--- config.mk ---
export PLATFORM = sky130hd
export DESIGN_NAME = mips_lsu
export DESIGN_NICKNAME = d
export VERILOG_FILES = /design/src/rtl/mips_lsu.sv
export SDC_FILE = /design/constraint.sdc
export NUM_CORES = 1
export LEC_CHECK = 0
export BUFFER_PORTS_ARGS = -buffer_cell sky130_fd_sc_hd__buf_2
export CELL_PAD_IN_SITES_DETAIL_PLACEMENT = 1
export CELL_PAD_IN_SITES_GLOBAL_PLACEMENT = 2
export CORE_AREA = 2 2 134 136
export CTS_BUF_LIST = sky130_fd_sc_hd__clkbuf_2
export DETAILED_ROUTE_END_ITERATION = 8
export DIE_AREA = 0 0 136 138
export GPL_TIMING_DRIVEN = 1
export PLACE_DENSITY_LB_ADDON = 0.1
export REMOVE_ABC_BUFFERS = 1
export SLEW_MARGIN = 20
export SYNTH_ARGS = -nofsm -noshare
export SYNTH_HDL_FRONTEND = slang
export SYNTH_SLANG_ARGS = --single-unit
--- constraint.sdc ---
create_clock -name clk -period 3.2 [get_ports clk]
set_clock_uncertainty 0.05 [all_clocks]
set_input_delay 0.16 -clock clk [delete_from_list [all_inputs] [get_ports clk]]
set_output_delay 0.16 -clock clk [all_outputs]
set_load 0.005 [all_outputs]
--- src/rtl/mips_lsu.sv ---
// mips_lsu: byte/half/word/dword load-store unit with req/ack memory port.
// Aligns, lane-replicates and byte-enables stores; extracts and extends loads.
module mips_lsu #(
  parameter int DW      = 32,
  parameter int AW      = 32,
  parameter int TIMEOUT = 255
) (
  input  logic            clk,
  input  logic            reset,
  input  logic            req_valid,
  output logic            req_ready,
  input  logic            req_we,
  input  logic [1:0]      req_size,
  input  logic            req_unsigned,
  input  logic [AW-1:0]   req_addr,
  input  logic [DW-1:0]   req_wdata,
  output logic            rsp_valid,
  output logic [DW-1:0]   rsp_rdata,
  output logic            rsp_err,
  output logic            stall,
  output logic            mem_req,
  output logic            mem_we,
  output logic [AW-1:0]   mem_addr,
  output logic [DW/8-1:0] mem_be,
  output logic [DW-1:0]   mem_wdata,
  input  logic            mem_ack,
  input  logic [DW-1:0]   mem_rdata
);

  localparam int NB = DW / 8;
  localparam int LW = $clog2(NB);
  localparam int CW = (TIMEOUT > 1) ? $clog2(TIMEOUT + 1) : 1;
  localparam logic [CW-1:0] TLAST =
    CW'((TIMEOUT > 0) ? TIMEOUT - 1 : 0);

  typedef enum logic [1:0] {
    IDLE,
    MEM,
    RESP
  } state_t;

  state_t          state;
  logic [CW-1:0]   cnt;
  logic            we_q;
  logic            uns_q;
  logic [1:0]      size_q;
  logic [LW-1:0]   lane_q;

  logic [LW-1:0]   lane;
  logic            bad;
  logic [7:0]      m8;
  logic [NB-1:0]   be_n;
  logic [DW-1:0]   wd_n;
  logic [DW-1:0]   sh;
  logic [DW-1:0]   fmask;
  logic            msb;
  logic [DW-1:0]   ext;

  assign lane      = req_addr[LW-1:0];
  assign req_ready = (state == IDLE);
  assign stall     = (state != IDLE) | req_valid;

  always_comb begin
    bad  = 1'b0;
    m8   = 8'h01;
    wd_n = req_wdata;
    unique case (req_size)
      2'd0: begin
        m8   = 8'h01;
        wd_n = {NB{req_wdata[7:0]}};
      end
      2'd1: begin
        bad  = req_addr[0];
        m8   = 8'h03;
        wd_n = {(NB/2){req_wdata[15:0]}};
      end
      2'd2: begin
        bad  = |req_addr[1:0];
        m8   = 8'h0F;
        wd_n = {(DW/32){req_wdata[31:0]}};
      end
      2'd3: begin
        bad  = (|req_addr[2:0]) | (DW == 32);
        m8   = 8'hFF;
        wd_n = req_wdata;
      end
    endcase
    be_n = m8[NB-1:0] << lane;
  end

  // Loads: shift the addressed lane down, then mask and extend.
  always_comb begin
    sh    = mem_rdata >> {lane_q, 3'b000};
    fmask = '1;
    msb   = sh[DW-1];
    unique case (size_q)
      2'd0: begin
        fmask = DW'(8'hFF);
        msb   = sh[7];
      end
      2'd1: begin
        fmask = DW'(16'hFFFF);
        msb   = sh[15];
      end
      2'd2: begin
        fmask = DW'(32'hFFFF_FFFF);
        msb   = sh[31];
      end
      2'd3: begin
        fmask = '1;
        msb   = sh[DW-1];
      end
    endcase
    ext = (sh & fmask) | ((!uns_q && msb) ? ~fmask : '0);
  end

  always_ff @(posedge clk) begin
    if (!reset) begin
      state     <= IDLE;
      cnt       <= '0;
      we_q      <= 1'b0;
      uns_q     <= 1'b0;
      size_q    <= 2'd0;
      lane_q    <= '0;
      mem_req   <= 1'b0;
      mem_we    <= 1'b0;
      mem_addr  <= '0;
      mem_be    <= '0;
      mem_wdata <= '0;
      rsp_valid <= 1'b0;
      rsp_err   <= 1'b0;
      rsp_rdata <= '0;
    end else begin
      rsp_valid <= 1'b0;
      rsp_err   <= 1'b0;
      rsp_rdata <= '0;
      unique case (state)
        IDLE: begin
          if (req_valid) begin
            we_q   <= req_we;
            uns_q  <= req_unsigned;
            size_q <= req_size;
            lane_q <= lane;
            cnt    <= '0;
            if (bad) begin
              state     <= RESP;
              rsp_valid <= 1'b1;
              rsp_err   <= 1'b1;
            end else begin
              state     <= MEM;
              mem_req   <= 1'b1;
              mem_we    <= req_we;
              mem_addr  <= req_addr & ~AW'(NB - 1);
              mem_be    <= be_n;
              mem_wdata <= wd_n;
            end
          end
        end
        MEM: begin
          // An ack on the final allowed cycle still wins over timeout.
          if (mem_ack) begin
            state     <= RESP;
            mem_req   <= 1'b0;
            mem_we    <= 1'b0;
            rsp_valid <= 1'b1;
            rsp_rdata <= we_q ? '0 : ext;
          end else if (TIMEOUT != 0 && cnt == TLAST) begin
            state     <= RESP;
            mem_req   <= 1'b0;
            mem_we    <= 1'b0;
            rsp_valid <= 1'b1;
            rsp_err   <= 1'b1;
          end else begin
            cnt <= cnt + 1'b1;
          end
        end
        RESP: state <= IDLE;
        default: state <= IDLE;
      endcase
    end
  end

endmodule

==> results.py <==
metrics = {
    "outcome": {
        "status": "finished, final reports clean",
    },
    "floorplanning": {
        "die_area_mm2": 0.01877,
        "core_mm2": 0.01753,
        "start_util_pct": 27.99,
        "ioPinCount": 210,
        "die_y_um": 138,
        "die_w_um": 136,
        "fp-row-count": 49,
    },
    "placed_design": {
        "gp_congestion": 0.7791,
        "port_buffers": 207,
        "dp_hpwl_mm": 11.72,
    },
    "clock_tree": {
        "clk_latency_ps": 670,
        "clock_path_buffers": 2,
        "cts-root-buf": "clkbuf_2",
        "cts_tree": "built",
        "cts_buffers": 17,
        "cts_sinks": 118,
        "clkTransAtPathRegs_ps": 190,
        "cts_max_level": 4,
    },
    "synth": {
        "synth_top_area_share_pct": 48.14,
        "synth_common_cells": "140 x nand2_1, 118 x dfxtp_1, 79 x a21oi_1",
        "synth_edf_count": 0,
        "avgSynthCellArea_um2": 8.374,
        "yosysSeqAreaShare_pct": 48.14,
        "yosys.cell_count.top_type": "nand2_1",
        "ys_ff_latch": 118,
        "synth_area_leader_cell": "dfxtp_1",
        "syn_inst": 586,
        "yosys_warnings": 0,
        "synth_area_leaders": "dfxtp_1 48%, nand2_1 11%, a21oi_1 8.1%, mux2i_1 5.5%, a211oi_1 4.4%",
        "ys_async_sr_fraction_pct": 0,
        "ys.flop_type": "dfxtp_1",
        "syn_area_mm2": 0.004907,
        "synth_cell_types": 41,
    },
    "setup_path": {
        "crit_family": "buffers and inverters",
        "critical_path.cell_chain": "or3b_4 > a21oi_4 > buf_12 > o211ai_1 > dlygate4sd3_1 > a21oi_1 > dlygate4sd3_1",
        "worstSetupStartpointType": "flop",
        "cp-end-kind": "flop",
        "required_ps": 3770,
        "reg2reg_from": "state[0]",
        "rr_endpoint": "mem_wdata[26]",
        "crit_fanout": 81,
        "crit_top_cell": "dlygate4sd3_1",
        "slowest_delay_ps": 580,
        "cp.arrival_ps": 3550,
        "path_class": "reg2reg",
        "crit_end": "mem_wdata[26]",
        "regToRegSetupSlack_ps": 210,
        "cp.depth": 7,
        "slowest_stage": "dlygate4sd3_1",
        "reg2reg_depth": 7,
        "critPathLaunch": "state[0]",
        "cp_num_buf_inv": 3,
    },
    "min_path": {
        "min_path_type": "in2reg",
    },
    "power": {
        "ir_drop_v": 0.0001668,
        "p_leak_nw": 3.468,
        "powerDensity_mw_per_mm2": 400.8,
    },
    "global_route": {
        "antenna_found_initial": 2,
        "grt_pass1_wl_mm": 28.55,
        "grt-ovfl-total": 0,
        "grt_pass1_vias": 5768,
        "grt_max_degree": 82,
        "grt_usage_pct": 18.99,
    },
    "route": {
        "wire_per_inst_um": 15.54,
        "drtIter0Drc": 156,
        "vias": 5456,
        "drc_errors": 0,
        "postRouteAntennaNets": 0,
        "wirelength_mm": 18.06,
        "viasPerCell": 4.695,
        "drt_pass1_iterations": 4,
    },
    "timing": {
        "worst_pin_slew_ps": 821.9,
        "drv_slew": 0,
        "hold_ws_ps": 192.4,
        "fmax_mhz": 334.6,
        "slew_headroom_pct": 45.09,
        "finalHoldViolations": 0,
        "finalCritPeriodShare_pct": 93.40,
        "setup_viol": 0,
        "final.setup.tns_ps": 0,
        "rsz0062_at_grt": "no",
        "min_period_ps": 2989,
    },
    "final_layout": {
        "fillers": 2156,
        "layout-drive-gt1-share_pct": 28.25,
        "syn_to_final_growth_pct": 58.44,
        "nets": 1025,
    },
    "job": {
        "maxCapViolCount": 0,
    },
}
power by group:
part,internal [mW],switching [mW]
clock,0.353,0.562
combinational,0.316,0.309
sequential,1.54,0.0401
final cells by class:
| type | count | area, um^2 | share of cell area [%] |
|---|---|---|---|
| Sequential cell | 118 | 2362 | 30.38 |
| Timing Repair Buffer | 360 | 2552 | 32.83 |
| Tap cell | 229 | 286.5 | 3.685 |
| Antenna cell | 2 | 5.005 | 0.06437 |
| Inverter | 4 | 15.01 | 0.1931 |
| Multi-Input combinational cell | 418 | 2344 | 30.14 |
| Clock inverter | 11 | 110.1 | 1.416 |
| Clock buffer | 20 | 100.1 | 1.287 |
layer usage:
metal	track usage (%)	vias up	part of all wire (%)
met4	6.524	0	1.6
met3	3.850	20	4.3
met1	23.27	2616	44
met2	32.85	129	50
met5	0	-	0
li1	-	2691	-
worst min path at each step:
stage / start / to / slack, ps / cells past startpoint
5_1_grt: req_addr[14] / mem_addr[14] / 140 / 4
2_1_floorplan: reset / rsp_valid / 230 / 1
6_report: mem_rdata[7] / rsp_rdata[20] / 190 / 6
3_5_place_dp: req_addr[13] / mem_addr[13] / 360 / 3
4_1_cts: mem_rdata[7] / rsp_rdata[20] / 120 / 6
3_3_place_gp: req_addr[23] / mem_addr[23] / 350 / 3
repair_timing:
item | in CTS | in global routing
hold endpoints to repair | 116 | 0
buffers inserted | 0 | 0
setup endpoints to repair | 0 | 1
gates resized for setup | 0 | 1
hold buffers | 142 | 0
kinds of logic (layout without fill, tap and decap cells):
family | Yosys count | in the layout | share of synthesized area, %
AOI/OAI and AO/OA | 156 | 156 | 19.40
other | 1 | 4 | 0.07642
xor gates and xnor gates | 2 | 2 | 0.3570
muxes | 36 | 36 | 7.802
adders and majority gates | 2 | 2 | 0.5099
and+or+nand+nor | 220 | 220 | 19.25
buffers and inverters | 51 | 395 | 4.462
DFF | 118 | 118 | 48.14
sequential cells by signal, indices dropped and copies added (netlist names):
register and cells:
mem_wdata 32, rsp_rdata 32, mem_addr 30, cnt 8, mem_be 4, lane_q 2, size_q 2, state 2
mem_req 1, mem_we 1, rsp_err 1, rsp_valid 1, uns_q 1, we_q 1
stage by stage:
| stage | instance area [um^2] | instances | worst slack, ps | util, % | power (mW) |
|---|---|---|---|---|---|
| CTS | 7767 | 1160 | 122.4 | 44.30 | 3.169 |
| finish | 7775 | 1162 | 211.1 | 44.34 | 3.116 |
| detailed placement | 6136 | 987 | 1119 | 34.99 | 2.097 |
| global placement | 6136 | 987 | 1209 | 34.99 | 2.082 |
| global route | 7775 | 1162 | 117.0 | 44.34 | 3.311 |
| floorplan | 4707 | 540 | 714.7 | - | 1.840 |
placed cells by master (no fill, tap or decap), drive strengths merged, types with 10 or more instances in the layout:
cell	synthesis	layout
mux2i	27	27
nor2b	10	10
buf	20	218
dlygate4sd3	0	142
a21oi	80	80
clkbuf	27	20
a211oi	29	29
nand2	140	140
nor2	39	39
o211ai	11	11
o21ai	15	15
a311oi	10	10
dfxtp	118	118
tightest hold or removal path: stages:
cell	delay [ps]
buf_2	100
mux2i_1	70
mux2i_1	130
o211ai_1	90
buf_4	210
a21oi_1	130
Note: power is estimated with default switching activity, not from simulation.
